<file path="config.mk">
export PLATFORM = sky130hd
export DESIGN_NAME = ycconf_loader
export DESIGN_NICKNAME = d
export VERILOG_FILES = /design/src/rtl/ycconf_loader.sv
export SDC_FILE = /design/constraint.sdc
export NUM_CORES = 1
export LEC_CHECK = 0
export CORE_MARGIN = 10
export CORE_UTILIZATION = 52
export DETAILED_ROUTE_END_ITERATION = 10
export PLACE_DENSITY = 0.78
export SLEW_MARGIN = 20
export SYNTH_ARGS = -nofsm -noshare
export SYNTH_HDL_FRONTEND = slang
export SYNTH_SLANG_ARGS = --single-unit
</file>
<file path="constraint.sdc">
create_clock -name clk -period 2.8 [get_ports clk]
set_clock_uncertainty 0.2 [all_clocks]
set_input_delay 0.7 -clock clk [delete_from_list [all_inputs] [get_ports clk]]
set_output_delay 0.7 -clock clk [all_outputs]
set_load 0.005 [all_outputs]
</file>
<file path="src/rtl/ycconf_loader.sv">
// ycconf_loader: serialises 3-bit cell codes into a chain of ycconfig cells.
// Each code goes out MSB first as three confclk pulses. The bit pushed out of
// the chain tail on each pulse is collected, so the code that was in the tail
// cell comes back on rb_code.
//
// Handshake: a code transfers on a clk edge where cfg_valid && cfg_ready.
// cfg_ready is high only in IDLE. The producer must hold cfg_code stable while
// cfg_valid is high and cfg_ready is low.
module ycconf_loader #(
  parameter int HALF   = 2,
  parameter int NCELLS = 4
) (
  input  logic       clk,
  input  logic       rst_n,
  input  logic       cfg_valid,
  input  logic [2:0] cfg_code,
  output logic       cfg_ready,
  output logic       confclk,
  output logic       cbitin,
  input  logic       cbitout,
  output logic       rb_valid,
  output logic [2:0] rb_code,
  output logic       done,
  output logic [7:0] cell_cnt
);

  typedef enum logic [1:0] {
    S_IDLE  = 2'd0,
    S_SETUP = 2'd1,
    S_HIGH  = 2'd2
  } state_t;

  localparam logic [3:0] PH_LAST  = 4'(HALF - 1);
  localparam logic [7:0] CNT_LAST = 8'(NCELLS - 1);

  state_t     r_state;
  logic [2:0] r_sr;
  logic [1:0] r_bitcnt;
  logic [3:0] r_phase;
  logic [7:0] r_cellcnt;
  logic       r_confclk;
  logic [2:0] r_rb;
  logic [2:0] r_rb_code;
  logic       r_rb_valid;
  logic       r_done;

  // Readback value completed on this edge: earlier samples plus the tail bit.
  logic [2:0] w_rb_next;
  assign w_rb_next = {r_rb[1:0], cbitout};

  // Sequencer: accepts a code, then alternates SETUP/HIGH for three bits.
  always_ff @(posedge clk or negedge rst_n) begin
    if (!rst_n) begin
      r_state    <= S_IDLE;
      r_sr       <= 3'b000;
      r_bitcnt   <= 2'd0;
      r_phase    <= 4'd0;
      r_cellcnt  <= 8'd0;
      r_confclk  <= 1'b0;
      r_rb       <= 3'b000;
      r_rb_code  <= 3'b000;
      r_rb_valid <= 1'b0;
      r_done     <= 1'b0;
    end else begin
      r_rb_valid <= 1'b0;
      r_done     <= 1'b0;
      case (r_state)
        S_IDLE: begin
          if (cfg_valid) begin
            r_sr     <= cfg_code;
            r_bitcnt <= 2'd0;
            r_phase  <= 4'd0;
            r_state  <= S_SETUP;
          end
        end
        S_SETUP: begin
          if (r_phase == PH_LAST) begin
            // confclk rises here; the chain has not shifted yet, so cbitout
            // is the bit about to be displaced from the tail.
            r_phase   <= 4'd0;
            r_confclk <= 1'b1;
            r_state   <= S_HIGH;
            r_rb      <= w_rb_next;
            if (r_bitcnt == 2'd2) begin
              r_rb_code  <= w_rb_next;
              r_rb_valid <= 1'b1;
            end
          end else begin
            r_phase <= r_phase + 4'd1;
          end
        end
        S_HIGH: begin
          if (r_phase == PH_LAST) begin
            r_phase   <= 4'd0;
            r_confclk <= 1'b0;
            if (r_bitcnt != 2'd2) begin
              // Shift the next bit up to the MSB, which drives cbitin.
              r_sr     <= {r_sr[1:0], 1'b0};
              r_bitcnt <= r_bitcnt + 2'd1;
              r_state  <= S_SETUP;
            end else begin
              // Last bit sent: r_sr is left alone so cbitin holds in IDLE.
              r_state <= S_IDLE;
              if (r_cellcnt == CNT_LAST) begin
                r_cellcnt <= 8'd0;
                r_done    <= 1'b1;
              end else begin
                r_cellcnt <= r_cellcnt + 8'd1;
              end
            end
          end else begin
            r_phase <= r_phase + 4'd1;
          end
        end
        default: r_state <= S_IDLE;
      endcase
    end
  end

  assign cfg_ready = (r_state == S_IDLE);
  assign confclk   = r_confclk;
  assign cbitin    = r_sr[2];
  assign rb_valid  = r_rb_valid;
  assign rb_code   = r_rb_code;
  assign done      = r_done;
  assign cell_cnt  = r_cellcnt;

endmodule

</file>
== Word-level counts from Yosys, hierarchy flattened ==
Index checks and enable logic that the tools add are counted.
W data, S select, Z words.
Storage, ports and cells
  register bits after elaboration: 27
  bits in latches: 0
  memory bits (writable): 0
  memory bits (read-only): 0
  input bits: 7
  output and inout port bits: 16
  logic and storage cells: 63
  memories kept: 0
Cells by class
  $add $sub $neg: 3
  $mul: 0
  div/mod/pow operators: 0
  magnitude comparators: 0
  equality and inequality tests: 10
  shift operators: 0
  multiplexer cells: 27
  bitwise operators: 1
  reductions and logical operators: 12
Operators with widths (number)
  $mux W2: 6
  $reduce_and A3 Y1: 4
  $mux W1: 10
  $ne A2 B2 Y1 const B: 5
  $mux W3: 3
  $add A8 B1 Y8 const B: 1
  $eq A8 B2 Y1 const B: 1
  $mux W4: 2
  $mux W8: 1
  $pmux W4 S2: 1
  $pmux W2 S3: 1
  $pmux W3 S2: 1
  $reduce_bool A2 Y1: 3
  $add A4 B1 Y4 const B: 1
  $eq A2 B2 Y1 const B: 2
  $eq A4 B1 Y1 const B: 1
  $pmux W2 S2: 1
  $reduce_and A2 Y1: 2
  $reduce_and A4 Y1: 1
  $add A2 B1 Y2 const B: 1
  $eq A2 B1 Y1 const B: 1
  $logic_not A2 Y1: 1
  $pmux W1 S2: 1
  $reduce_or A2 Y1: 1
  $not A1 Y1: 1

== Depth between registers and ports, before layout ==
Gate-level depths: netlist (run 1).
  depth in word-level cells: 5
  mapped depth: 6
  gate-level depth less buffers: 5

== Worst setup path before layout (run 1) ==
Ideal clock, no wire load.
  path kind: input to register
  start: input cfg_valid
  end: register r_sr[1]
  library setup time: 125 ps
  arrival time: 1616 ps
  data required time: 2475 ps
  slack: 859 ps
  cell stages on the path: 3
  buffers on the path: 0
  cell sequence: nand2b_1 > a31oi_1 > mux2_2
On the way
  cells in the longest elaborated chain, start to end: 2
Ends and longest elaborated chain
  from (decl): line 15  | input logic cfg_valid,
  $ne A2 B2 Y1 (no line)
  $reduce_and A4 Y1 (no line)
  to (signal assigned): line 70  | r_sr <= cfg_code;
  to (signal assigned): line 98  | r_sr <= {r_sr[1:0], 1'b0};
  to (decl): line 37  | logic [2:0] r_sr;
No other way between the ends.
A chain may end at the register's enable or synchronous reset.

== Worst setup path after layout (run 1) ==
  start: register r_state[0]
  end: output cfg_ready
On the way
  cells in the longest elaborated chain, start to end: 1
Ends and longest elaborated chain
  from (decl): line 36  | state_t r_state;
  from (signal assigned): line 54  | r_state <= S_IDLE;
  from (signal assigned): line 73  | r_state <= S_SETUP;
  from (signal assigned): line 82  | r_state <= S_HIGH;
  $logic_not A2 Y1: line 120  | assign cfg_ready = (r_state == S_IDLE);
  to (decl): line 17  | output logic cfg_ready,
No other way between the ends.

==> results.cfg, run 1 <==
[run_status]
status = complete, no violations

[final_layout]
area_growth_pct = 21.9
seq_area_um2 = 676
layout_commonest_cell = dfrtp_1
fillers = 212
drive_gt1_share_pct = 13.5
layout_common_cells = dfrtp_1, clkdlybuf4s50_1, nand3_1, mux2_2, o21ai_0
final_net_count = 162
multi_input_area_um2 = 653
antenna_cells = 0
final-instance-count-excl-fill = 178

[yosys]
syn_area_um2 = 1360
synth_area_per_cell_um2 = 11.2
synth_nets = 135
ys_types = 37
seq_area_frac_synth_pct = 49.6
ys_ff_latch = 27
netlist_instances = 122
yosysWarnings = 0

[sta]
finalHoldViolCount = 0
min_period_over_period_pct = 92.2
fin_tns_setup_ns = 0
setup_viol = 0
period_minus_slack_ns = 2.58
whs_ns = 0.311
rsz0062_at_grt = no
worst_pin_slew_ns = 0.590
fmax_ghz = 0.387
slew_headroom_pct = 60.6
maxSlewViolCount = 0

[setup_path]
r2r_slack_ns = 0.75
worstPathRequired_ns = 1.90
crit_type = reg2out
timing.rr.start = r_phase[1]
endpoint_kind = output pin
cp_max_fo = 6
start_kind = register
worstPathArrival_ns = 1.68
reg2regPathDepth = 4
r2r-end = r_bitcnt[1]

[clock_network]
cts_resized = 0
cts_tree = built
postCtsHoldBufs = 0
numClockSinks = 27
clockBufferDepth = 2
cts_buffers = 3
clock_latency_ns = 0.33
clkTransAtPathRegs_ns = 0.14
root_buffer = clkbuf_4
cts_htree_levels = 1
cts_setup_buffers = 0

[power]
power_density_nw_per_um2 = 811
ir_drop_mv = 0.562
leakagePower_nw = 0.718

[die]
start_util_pct = 54.9
dieHeight_um = 71.2
fp.dieW_um = 71.2
io_pins = 23
rows = 18
core_area_um2 = 2480
dieArea_um2 = 5060

[global_routing]
grt_pass1_wl_um = 4720
antenna_found_initial = 0
grt.total_usage_pct = 11.0
grt_max_degree = 28
grt_overflow_total = 0
grt_pass1_vias = 1063

[placement]
dpl.hpwl_um = 2110
gp_congestion = 0.818
io_buffers = 22
dpl.cell_count = 174

[detailed_routing]
vias = 1034
antenna_left = 0
via_per_inst = 5.81
drc = 0
first_pass_iters = 4
wl_per_cell_um = 15.5
drt-total-wl_um = 2760
drtIter0Drc = 50

[job]
maxCapViolCount = 0

[min_path]
min_to = cell_cnt[7]
hp-start = cell_cnt[7]
hold_path_depth = 1
holdCritPathClass = reg2reg
==> layout make-up <==
| type | instances | area share, % |
|---|---|---|
| Clock buffer | 3 | 1.36 |
| Multi-Input combinational cell | 87 | 39.4 |
| Inverter | 4 | 0.905 |
| Timing Repair Buffer | 26 | 15.1 |
| Tap cell | 30 | 2.26 |
| Sequential cell | 27 | 40.7 |
| Clock inverter | 1 | 0.302 |
==> per-stage QoR <==
step | instance area (um^2) | util, % | setup WS (ns) | power, W
after floorplan | 1360 | - | 0.859 | 0.000943
after global placement | 1630 | 65.9 | 0.438 | 0.00117
after detailed placement | 1630 | 65.9 | 0.409 | 0.00119
after CTS | 1660 | 67.0 | 0.204 | 0.00136
after global routing | 1660 | 67.0 | 0.124 | 0.00145
final | 1660 | 67.0 | 0.218 | 0.00135
==> Yosys cell counts <==
cell type	number	area (um^2)
a211oi_1	1	7.51
a32o_1	2	20.0
a21oi_1	4	20.0
nor2b_1	5	31.3
nand2b_1	2	12.5
nor3_1	3	15.0
buf_2	1	5.00
clkbuf_2	1	5.00
or3b_2	1	8.76
ha_1	6	75.1
nand4b_1	1	8.76
clkbuf_1	2	7.51
a31oi_1	1	6.26
o21ai_0	8	40.0
a22o_1	1	8.76
or4_1	2	15.0
nand3b_1	1	7.51
xnor2_1	2	17.5
and4_1	2	17.5
o2111a_1	1	11.3
or3_1	1	6.26
mux2_2	10	113
o31ai_1	4	30.0
mux2i_1	2	20.0
nand4_1	2	12.5
nand2_1	5	18.8
or4b_1	1	10.0
nand3_1	10	50.1
nor4_1	1	6.26
o21bai_1	1	7.51
xor2_1	2	17.5
and3b_1	1	8.76
a21boi_0	1	7.51
dfrtp_1	27	676
nor2_1	2	7.51
inv_1	4	15.0
nor4b_2	1	15.0
==> metal layers <==
metal	routed length [um]	up-vias	global-route usage, %
met2	1390	20	18.9
met5	0	-	0
met1	1190	504	12.1
met3	149	4	3.35
met4	30	0	4.95
li1	-	506	-
==> worst max path at each step <==
stage,startpoint,to,cells after the start
after floorplan,cfg_valid,r_sr[1],3
after global placement,cfg_valid,r_sr[2],4
after detailed placement,cfg_valid,r_sr[2],4
after CTS,r_state[0],cfg_ready,3
after global routing,r_state[0],cfg_ready,3
final,r_state[0],cfg_ready,3
==> cells by family (layout without fill, tap and decap cells) <==
logic type                 after synthesis  in the layout  synth area share, %
and+or+nand+nor                         41             41                 18.5
DFF                                     27             27                 49.6
AOI/OAI and AO/OA                       24             24                 11.7
muxes                                   12             12                 9.74
buffers and inverters                    8             34                 2.39
adders and majority gates                6              6                 5.51
xor gates and xnor gates                 4              4                 2.57
==> flip-flops by register name, indices dropped and copies added (netlist names) <==
register / cells
r_bitcnt: 2
r_sr: 3
rb_code: 3
done: 1
r_phase: 4
rb_valid: 1
confclk: 1
cell_cnt: 8
r_state: 2
r_rb: 2
==> where the power goes <==
part	switching [W]	internal [W]	leakage (nW)
combinational	0.000284	0.000322	0.353
sequential	0.0000773	0.000494	0.347
clock	0.000114	0.0000536	0.0177
total	0.000475	0.000870	0.718
==> worst max-delay path: stages, from the launching register on <==
cell and delay [ns]:
dfrtp_1 0.43, inv_1 0.11, ha_1 0.27, clkdlybuf4s50_1 0.55
(Power assumes the default switching activity.)
==> inputs of run 2 (changes only) <==
SKIP_CTS_REPAIR_TIMING = 1   (was default)
==> results of run 2 <==
The final DEF is identical to that of run 1; final timing and power are the same.
